--- src/rtl/l2_cacheline_adaptor_if.sv ---
// l2_cacheline_adaptor_if
//
// Purpose: bundles the two buses that meet at the L2 cache-line adaptor.
//   - L2 side: line-granularity physical-memory port (address_i, line_i,
//     line_o, read_i, write_i, resp_o).
//   - Memory side: 64-bit burst port (address_o, burst_i, burst_o, read_o,
//     write_o, resp_i).
//
// Modports:
//   slave  - the adaptor's view. It consumes the L2 request and the memory
//            beats, and produces the line, the burst commands and resp_o.
//   master - the environment's view (L2 controller plus main memory).
//            Every direction is the mirror image of slave.

interface l2_cacheline_adaptor_if;

    // L2 cache side
    logic [31:0]  address_i;
    logic [255:0] line_i;
    logic [255:0] line_o;
    logic         read_i;
    logic         write_i;
    logic         resp_o;

    // Main-memory burst side
    logic [31:0]  address_o;
    logic [63:0]  burst_i;
    logic [63:0]  burst_o;
    logic         read_o;
    logic         write_o;
    logic         resp_i;

    modport slave (
        input  address_i,
        input  line_i,
        input  read_i,
        input  write_i,
        input  burst_i,
        input  resp_i,
        output line_o,
        output resp_o,
        output address_o,
        output burst_o,
        output read_o,
        output write_o
    );

    modport master (
        output address_i,
        output line_i,
        output read_i,
        output write_i,
        output burst_i,
        output resp_i,
        input  line_o,
        input  resp_o,
        input  address_o,
        input  burst_o,
        input  read_o,
        input  write_o
    );

endinterface

--- src/rtl/l2_cacheline_adaptor.sv ---
// l2_cacheline_adaptor
//
// Purpose: turns a 256-bit L2 line read or write into a 4-beat, 64-bit
// burst on main memory, then gives L2 a one-cycle completion pulse.
// Beat k carries line bits [64k+63:64k], so beat 0 is the low quarter.
//
// Ports:
//   clk - sole clock. All state updates on its rising edge.
//   rst - asynchronous, active-low reset. The adaptor returns to IDLE with
//         every register cleared, and any burst in progress is abandoned
//         without a response.
//   bus - l2_cacheline_adaptor_if.slave:
//         address_i/line_i/read_i/write_i in, line_o/resp_o out (L2 side)
//         burst_i/resp_i in, address_o/burst_o/read_o/write_o out (memory side)

module l2_cacheline_adaptor (
    input  logic                      clk,
    input  logic                      rst,
    l2_cacheline_adaptor_if.slave     bus
);

    typedef enum logic [1:0] {
        IDLE        = 2'd0,
        READ_BURST  = 2'd1,
        WRITE_BURST = 2'd2,
        DONE        = 2'd3
    } state_e;

    state_e       state_q, state_d;
    logic [31:0]  addr_q, addr_d;
    logic [255:0] wline_q, wline_d;
    logic [255:0] rline_q, rline_d;
    logic [1:0]   beat_q, beat_d;
    logic         started_q, started_d;

    // Bit offset of the current beat within a line. beat_q * 64 is a
    // concatenation with six zeros.
    logic [7:0]   beat_base;
    assign beat_base = {beat_q, 6'd0};

    // State and datapath registers. They are cleared asynchronously so a
    // reset in the middle of a burst takes effect at once, with no clock.
    always_ff @(posedge clk or negedge rst) begin
        if (!rst) begin
            state_q   <= IDLE;
            addr_q    <= 32'd0;
            wline_q   <= 256'd0;
            rline_q   <= 256'd0;
            beat_q    <= 2'd0;
            started_q <= 1'b0;
        end else begin
            state_q   <= state_d;
            addr_q    <= addr_d;
            wline_q   <= wline_d;
            rline_q   <= rline_d;
            beat_q    <= beat_d;
            started_q <= started_d;
        end
    end

    // Next-state and datapath update.
    // The L2 request is sampled only in IDLE, so any change to
    // address_i/line_i during a burst has no effect. A write wins when
    // read_i and write_i are both high. In the burst states, each cycle with
    // resp_i high moves one beat. The 2-bit beat counter wraps naturally from
    // 3 to 0 on the last beat. started_q records that the memory has accepted
    // the command, so the command is not re-issued across gaps in resp_i.
    always_comb begin
        state_d   = state_q;
        addr_d    = addr_q;
        wline_d   = wline_q;
        rline_d   = rline_q;
        beat_d    = beat_q;
        started_d = started_q;

        unique case (state_q)
            IDLE: begin
                if (bus.write_i) begin
                    addr_d    = bus.address_i;
                    wline_d   = bus.line_i;
                    beat_d    = 2'd0;
                    started_d = 1'b0;
                    state_d   = WRITE_BURST;
                end else if (bus.read_i) begin
                    addr_d    = bus.address_i;
                    beat_d    = 2'd0;
                    started_d = 1'b0;
                    state_d   = READ_BURST;
                end
            end

            READ_BURST: begin
                if (bus.resp_i) begin
                    rline_d[beat_base +: 64] = bus.burst_i;
                    beat_d    = beat_q + 2'd1;
                    started_d = 1'b1;
                    if (beat_q == 2'd3) begin
                        state_d = DONE;
                    end
                end
            end

            WRITE_BURST: begin
                if (bus.resp_i) begin
                    beat_d    = beat_q + 2'd1;
                    started_d = 1'b1;
                    if (beat_q == 2'd3) begin
                        state_d = DONE;
                    end
                end
            end

            DONE: begin
                state_d = IDLE;
            end

            default: begin
                state_d = IDLE;
            end
        endcase
    end

    // Outputs decoded from the registered state only. No input reaches an
    // output combinationally.
    // The commands are held only until the first beat is accepted.
    // address_o clears the five offset bits by masking, so the whole
    // latched address is read.
    // burst_o always shows the current beat of the latched write line. It is
    // meaningful only during WRITE_BURST.
    always_comb begin
        bus.read_o    = 1'b0;
        bus.write_o   = 1'b0;
        bus.resp_o    = 1'b0;

        unique case (state_q)
            READ_BURST:  bus.read_o  = !started_q;
            WRITE_BURST: bus.write_o = !started_q;
            DONE:        bus.resp_o  = 1'b1;
            default:     ;
        endcase
    end

    assign bus.address_o = addr_q & 32'hFFFF_FFE0;
    assign bus.burst_o   = wline_q[beat_base +: 64];
    assign bus.line_o    = rline_q;

endmodule

--- src/flat_wrapper.sv ---
// flat-port wrapper written by rule: the top's interface ports become plain ports
module l2_cacheline_adaptor_flat 
  (clk, rst, bus_address_i, bus_line_i, bus_read_i, bus_write_i, bus_burst_i, bus_resp_i, bus_line_o, bus_resp_o, bus_address_o, bus_burst_o, bus_read_o, bus_write_o);
  l2_cacheline_adaptor_if bus_i ();
  input  logic clk;
  input  logic rst;
  input wire logic [$bits(bus_i.address_i)-1:0] bus_address_i;
  input wire logic [$bits(bus_i.line_i)-1:0] bus_line_i;
  input wire logic [$bits(bus_i.read_i)-1:0] bus_read_i;
  input wire logic [$bits(bus_i.write_i)-1:0] bus_write_i;
  input wire logic [$bits(bus_i.burst_i)-1:0] bus_burst_i;
  input wire logic [$bits(bus_i.resp_i)-1:0] bus_resp_i;
  output wire logic [$bits(bus_i.line_o)-1:0] bus_line_o;
  output wire logic [$bits(bus_i.resp_o)-1:0] bus_resp_o;
  output wire logic [$bits(bus_i.address_o)-1:0] bus_address_o;
  output wire logic [$bits(bus_i.burst_o)-1:0] bus_burst_o;
  output wire logic [$bits(bus_i.read_o)-1:0] bus_read_o;
  output wire logic [$bits(bus_i.write_o)-1:0] bus_write_o;
  assign bus_i.address_i = bus_address_i;
  assign bus_i.line_i = bus_line_i;
  assign bus_i.read_i = bus_read_i;
  assign bus_i.write_i = bus_write_i;
  assign bus_i.burst_i = bus_burst_i;
  assign bus_i.resp_i = bus_resp_i;
  assign bus_line_o = bus_i.line_o;
  assign bus_resp_o = bus_i.resp_o;
  assign bus_address_o = bus_i.address_o;
  assign bus_burst_o = bus_i.burst_o;
  assign bus_read_o = bus_i.read_o;
  assign bus_write_o = bus_i.write_o;
  l2_cacheline_adaptor u_core (.clk(clk), .rst(rst), .bus(bus_i));
endmodule
--- config.mk ---
export PLATFORM = sky130hd
export DESIGN_NAME = l2_cacheline_adaptor_flat
export DESIGN_NICKNAME = d
export VERILOG_FILES = /design/src/rtl/l2_cacheline_adaptor_if.sv /design/src/rtl/l2_cacheline_adaptor.sv /design/src/flat_wrapper.sv
export SDC_FILE = /design/constraint.sdc
export NUM_CORES = 1
export LEC_CHECK = 0
export CORE_AREA = 2 2 276 278
export DETAILED_ROUTE_END_ITERATION = 7
export DIE_AREA = 0 0 278 280
export PLACE_DENSITY = 0.6
export SLEW_MARGIN = 10
export SYNTH_ARGS = -nofsm -noshare
export SYNTH_HDL_FRONTEND = slang
export SYNTH_SLANG_ARGS = --single-unit
--- constraint.sdc ---
create_clock -name clk -period 3.3 [get_ports clk]
set_input_delay 0.495 -clock clk [delete_from_list [all_inputs] [get_ports clk]]
set_output_delay 0.495 -clock clk [all_outputs]
set_load 0.05 [all_outputs]
==> Word level (Yosys, flattened, before mapping) <==
Cells that the tools add are included.
{ "word_totals": {"input_bits": 357, "output_inout_bits": 355, "elab_cells": 47, "ff_bits": 549} }
{ "classes": {"shift": 3, "n_reduce_logical": 10, "mux": 19, "add_sub_neg": 2, "n_eq_ne": 7} }
{ "op_table": {"columns": ["cell", "count"], "rows": [
  ["bitwise mux 256 bit", 1],
  ["variable shift 64 x 10 -> 256 bit, first input constant", 1],
  ["variable part select 256 x 9 -> 64 bit", 1],
  ["variable part select 64 x 10 -> 256 bit", 1],
  ["two-way mux 32 bit", 2],
  ["two-way mux 2 bit", 7],
  ["negation 8 -> 10 bit", 1],
  ["equality test 2 bit, second input constant", 3],
  ["two-way mux 1 bit", 6],
  ["case mux 2 bit (3 select lines)", 1],
  ["AND reduction 2 bit", 3],
  ["AND reduction 3 bit", 2],
  ["inequality test 2 x 1 -> 1 bit, second input constant", 2],
  ["case mux 2 bit (2 select lines)", 1],
  ["nonzero test 2 bit", 2],
  ["inequality test 3 bit, second input constant", 1],
  ["adder 2 x 1 -> 2 bit, second input constant", 1],
  ["equality test 2 x 1 -> 1 bit, second input constant", 1],
  ["logical NOT 2 bit", 1],
  ["case mux 1 bit (2 select lines)", 1],
  ["OR reduction 2 bit", 1],
  ["logical NOT 1 bit", 1]
]} }

==> Depth between registers and ports, before layout <==
{ "logic_depth": {"ltp_word": 4, "depth_mapped": 9, "mapped_depth_nobuf": 5} }

==> Least setup slack after synthesis <==
Ideal clock, no wire load.
{ "synth_path": {"kind": "register -> register", "from": "register u_core.beat_q[1]", "to": "register u_core.rline_q[106], in the netlist u_core.bus.line_o[106]", "setup_slack_ns": 0.720, "arrival_time_ns": 2.513, "n_path_buf": 4, "path_stages_with_launch": 10, "required_ns": 3.233, "period_less_slack_ns": 2.580, "setup_time_ns": 0.067, "path_cell_list": "dfrtp_1 -> clkbuf_1 -> buf_1 -> inv_1 -> ha_1 -> inv_1 -> nor4_2 -> buf_2 -> buf_2 -> a22o_1"} }
{ "synth_via": {"elab_chain_cells": 3, "elab_cells_between_ends": 4, "classes_between": "1 x add/sub; 2 x shift; 1 x mux"} }
{ "synth_rtl": {"columns": ["item", "line_no", "rtl"], "rows": [
  ["start: declaration", "l2_cacheline_adaptor.sv:33", "logic [1:0] beat_q, beat_d;"],
  ["start signal: assignment", "l2_cacheline_adaptor.sv:56", "beat_q <= beat_d;"],
  ["negation 8 -> 10 bit (*)", "l2_cacheline_adaptor.sv:94", "rline_d[beat_base +: 64] = bus.burst_i;"],
  ["variable part select 64 x 10 -> 256 bit / variable shift 64 x 10 -> 256 bit (equally long branches)", "l2_cacheline_adaptor.sv:94", null],
  ["bitwise mux 256 bit (*)", "l2_cacheline_adaptor.sv:94", null],
  ["end signal: assignment", "l2_cacheline_adaptor.sv:55", "rline_q <= rline_d;"],
  ["end: declaration", "l2_cacheline_adaptor.sv:32", "logic [255:0] rline_q, rline_d;"]
]} }
Mark *: on every way between the ends. The rest lies on a longest branch, timed or not.
A chain may end at the register's enable or synchronous reset.

==> Worst setup path in the final report <==
{ "layout_path": {"from": "register u_core.beat_q[1]", "to": "output port bus_burst_o[10]"} }
{ "layout_via": {"elab_chain_cells": 1} }
{ "layout_rtl": {"columns": ["item", "line_no", "rtl"], "rows": [
  ["variable part select 256 x 9 -> 64 bit", "l2_cacheline_adaptor.sv:144", "assign bus.burst_o = wline_q[beat_base +: 64];"],
  ["end: declaration", "flat_wrapper.sv:16", "output wire logic [$bits(bus_i.burst_o)-1:0] bus_burst_o;"]
]} }
Every way passes these cells.

==> run summary <==
Post-Syn Area: 0.02134 sq mm
GRT Overall Usage: 0.1787
max-cap viol count: 0
largest net degree at the start of global routing: 86
IO Port Bufs: 701
Root Buffer: clkbuf_16
met3 wire len: 3980 um
DRT Wirelength: 71970 um
area leader, netlist: dfrtp_1
dpl hpwl: 51440 um
drt initial violations: 771
vias in the first global route: 16120
largest fanout on the critical path: 39
CP Capture Type: output pin
final setup TNS: 0 ns
measured slew at the worst slew-check pin: 0.9948 ns
first-pass GRT wire length: 106000 um
clk_skew: 0.01623 ns
die width: 278 um
Area Overhead vs Synth: 48.57%
min-delay worst type: in2async
GRT Residual Overflow: 0
final cell count without fillers: 3042
Final Cycle Share: 0.9669
Placed Cells: 2927
Power Density: 968.8 mW/mm^2
Critical Path RT: 2.80 ns
Ys Warns: 0
Startpoint Class: register
layout cell share with drive strength beyond 1: 0.2589
Num CTS Buffers: 59
Seq/Total Area, Yosys: 0.6379
Gate Count Post-Synth: 1300
Net count, final: 2380
CP Data Arrival Time: 2.70 ns
Reg clk slew, reported paths: 0.07 ns
Finished Cell Area: 0.03171 sq mm
insertion delay to the later sink of the worst-skew pair: 0.61 ns
Avg Vias per Cell: 4.890
M1 WL: 28560 um
I/O pin count: 712
antenna violations before repair: 9
std cell rows: 101
Final Hold Fails: 0
final setup fails: 0
uppermost layer routed: met5
area share of the largest cell type after synthesis: 0.6379
Antenna Violating Nets Remaining: 0
Final Util: 0.4217
Pins Over Slew Limit: 0
clk buf depth: 3
RSZ-0062 raised after global routing: no
CORE AREA: 0.07519 sq mm
Max Clk Rate: 313.4 MHz
TritonCTS clock tree: done
H-tree Lvls: 2
Max IR drop VDD: 722.0 uV
status: completed
Sink Count: 544
die area: 0.07784 sq mm
initial core utilization: 0.2838
DRC errors left: 0
#FFs+latches synth: 544
Avg Inst Size Synth: 16.42 sq um
Leak: 13.59 nW
drt pass-1 iters: 5
library cells used by synthesis: 24
Slew headroom: 0.3368
Setup CP Type: reg2out
Final Critical Period: 3.191 ns
vias after detailed routing: 14870
Die H: 280 um
gp weighted congestion: 0.8544
met2 WL post-DR: 36950 um
synth top area cells: dfrtp_1 (64%), mux2_2 (15%), a22o_1 (11%)
placed cell area: 0.02971 sq mm
Wirelength per Cell: 23.66 um
worst max-delay path: stages (launching register included):
cell             delay [ns]
dfrtp_4                0.59
buf_12                 0.33
mux4_2                 0.36
clkdlybuf4s50_1        0.76
registers in the layout, indices dropped and copies added (netlist names):
register	count
u_core.bus.line_o	256
u_core.addr_q	27
u_core.wline_q	256
u_core.started_q	1
u_core.state_q	2
u_core.beat_q	2
area by class of cell:
class	instances	area, sq um
Antenna cell	5	12.51
Clock buffer	80	1718
Clock inverter	28	269.0
Fill cell	6828	43480
Inverter	7	26.28
Multi-Input combinational cell	650	7306
Sequential cell	544	13620
Tap cell	978	1224
Timing Repair Buffer	750	7531
metrics by stage:
| stage | setup slack (ns) | hold slack (ns) | power (mW) |
|---|---|---|---|
| finish | 0.1094 | 0.4984 | 30.72 |
| detailed placement | 0.4877 | 0.4868 | 24.37 |
| global route | 0.005125 | 0.4586 | 32.08 |
| CTS | 0.006237 | 0.4409 | 31.10 |
| floorplan | 0.7202 | 0.1994 | 19.40 |
| global placement | 0.5118 | 0.4815 | 24.07 |
worst paths after layout:
path | start | end | slack, ns | cells after the start
worst max-delay path | u_core.beat_q[1] | bus_burst_o[10] | 0.11 | 3
worst min-delay path | rst | u_core.wline_q[149] | 0.50 | 2
worst min register to register | u_core.wline_q[175] | u_core.wline_q[175] | 0.50 | 1
max in group asynchronous | rst | u_core.bus.line_o[162] | 1.78 | 4
worst max register to register | u_core.beat_q[0] | u_core.bus.line_o[175] | 0.41 | 7
min in group clk | bus_line_i[227] | u_core.wline_q[227] | 0.50 | 2
cells by family after synthesis:
logic type | after synthesis | synth area share
AO/OA/AOI/OAI | 260 | 0.1065
flip-flops | 544 | 0.6379
buffers and inverters | 110 | 0.02357
AND/OR/NAND/NOR | 22 | 0.006097
multiplexers | 352 | 0.2194
other | 1 | 0.0001757
adder cells (fa/ha/maj) | 11 | 0.006449
synth_stat cells:
library cell,instances
o21ai_2,1
nor2b_1,2
a22o_1,256
nor4b_1,2
mux2i_1,2
nor4_1,2
mux4_2,64
nand2b_1,2
inv_1,7
buf_4,7
a221oi_1,1
nor2_1,2
nor4_2,2
conb_1,1
buf_2,51
clkbuf_1,44
mux2_2,286
a22oi_1,1
o21ai_0,1
ha_1,11
nand3_1,4
buf_1,1
nand2_1,6
dfrtp_1,544
timing repair:
item,CTS,global route
hold buffers,1,0
setup buffers,1,0
setup endpoints to repair,39,3
hold endpoints to repair,68,0
gates cloned,0,0
resized for setup,23,3
routing by layer:
metal	vias up	GRT usage
met4	6	0.06473
li1	6368	-
met5	-	0
met3	134	0.03464
met1	7807	0.2203
met2	559	0.3114
power breakdown:
| part | switching [mW] | internal (mW) | leakage, nW | total, mW |
|---|---|---|---|---|
| sequential | 1.27 | 8.95 | 6.94 | 10.2 |
| combinational | 8.00 | 5.77 | 5.65 | 13.8 |
| clock | 2.78 | 3.96 | 1.00 | 6.74 |
cells in the final DEF (no fill, tap or decap), types with 7 or more instances in the layout:
| cell type | n |
|---|---|
| a22o_1 | 256 |
| buf_12 | 17 |
| buf_4 | 52 |
| clkbuf_1 | 7 |
| clkbuf_16 | 61 |
| clkbuf_8 | 12 |
| clkdlybuf4s50_1 | 653 |
| clkinv_2 | 19 |
| dfrtp_1 | 542 |
| dlygate4sd2_1 | 23 |
| ha_1 | 11 |
| inv_1 | 7 |
| mux2_2 | 286 |
| mux4_2 | 64 |
(Power assumes the default switching activity.)
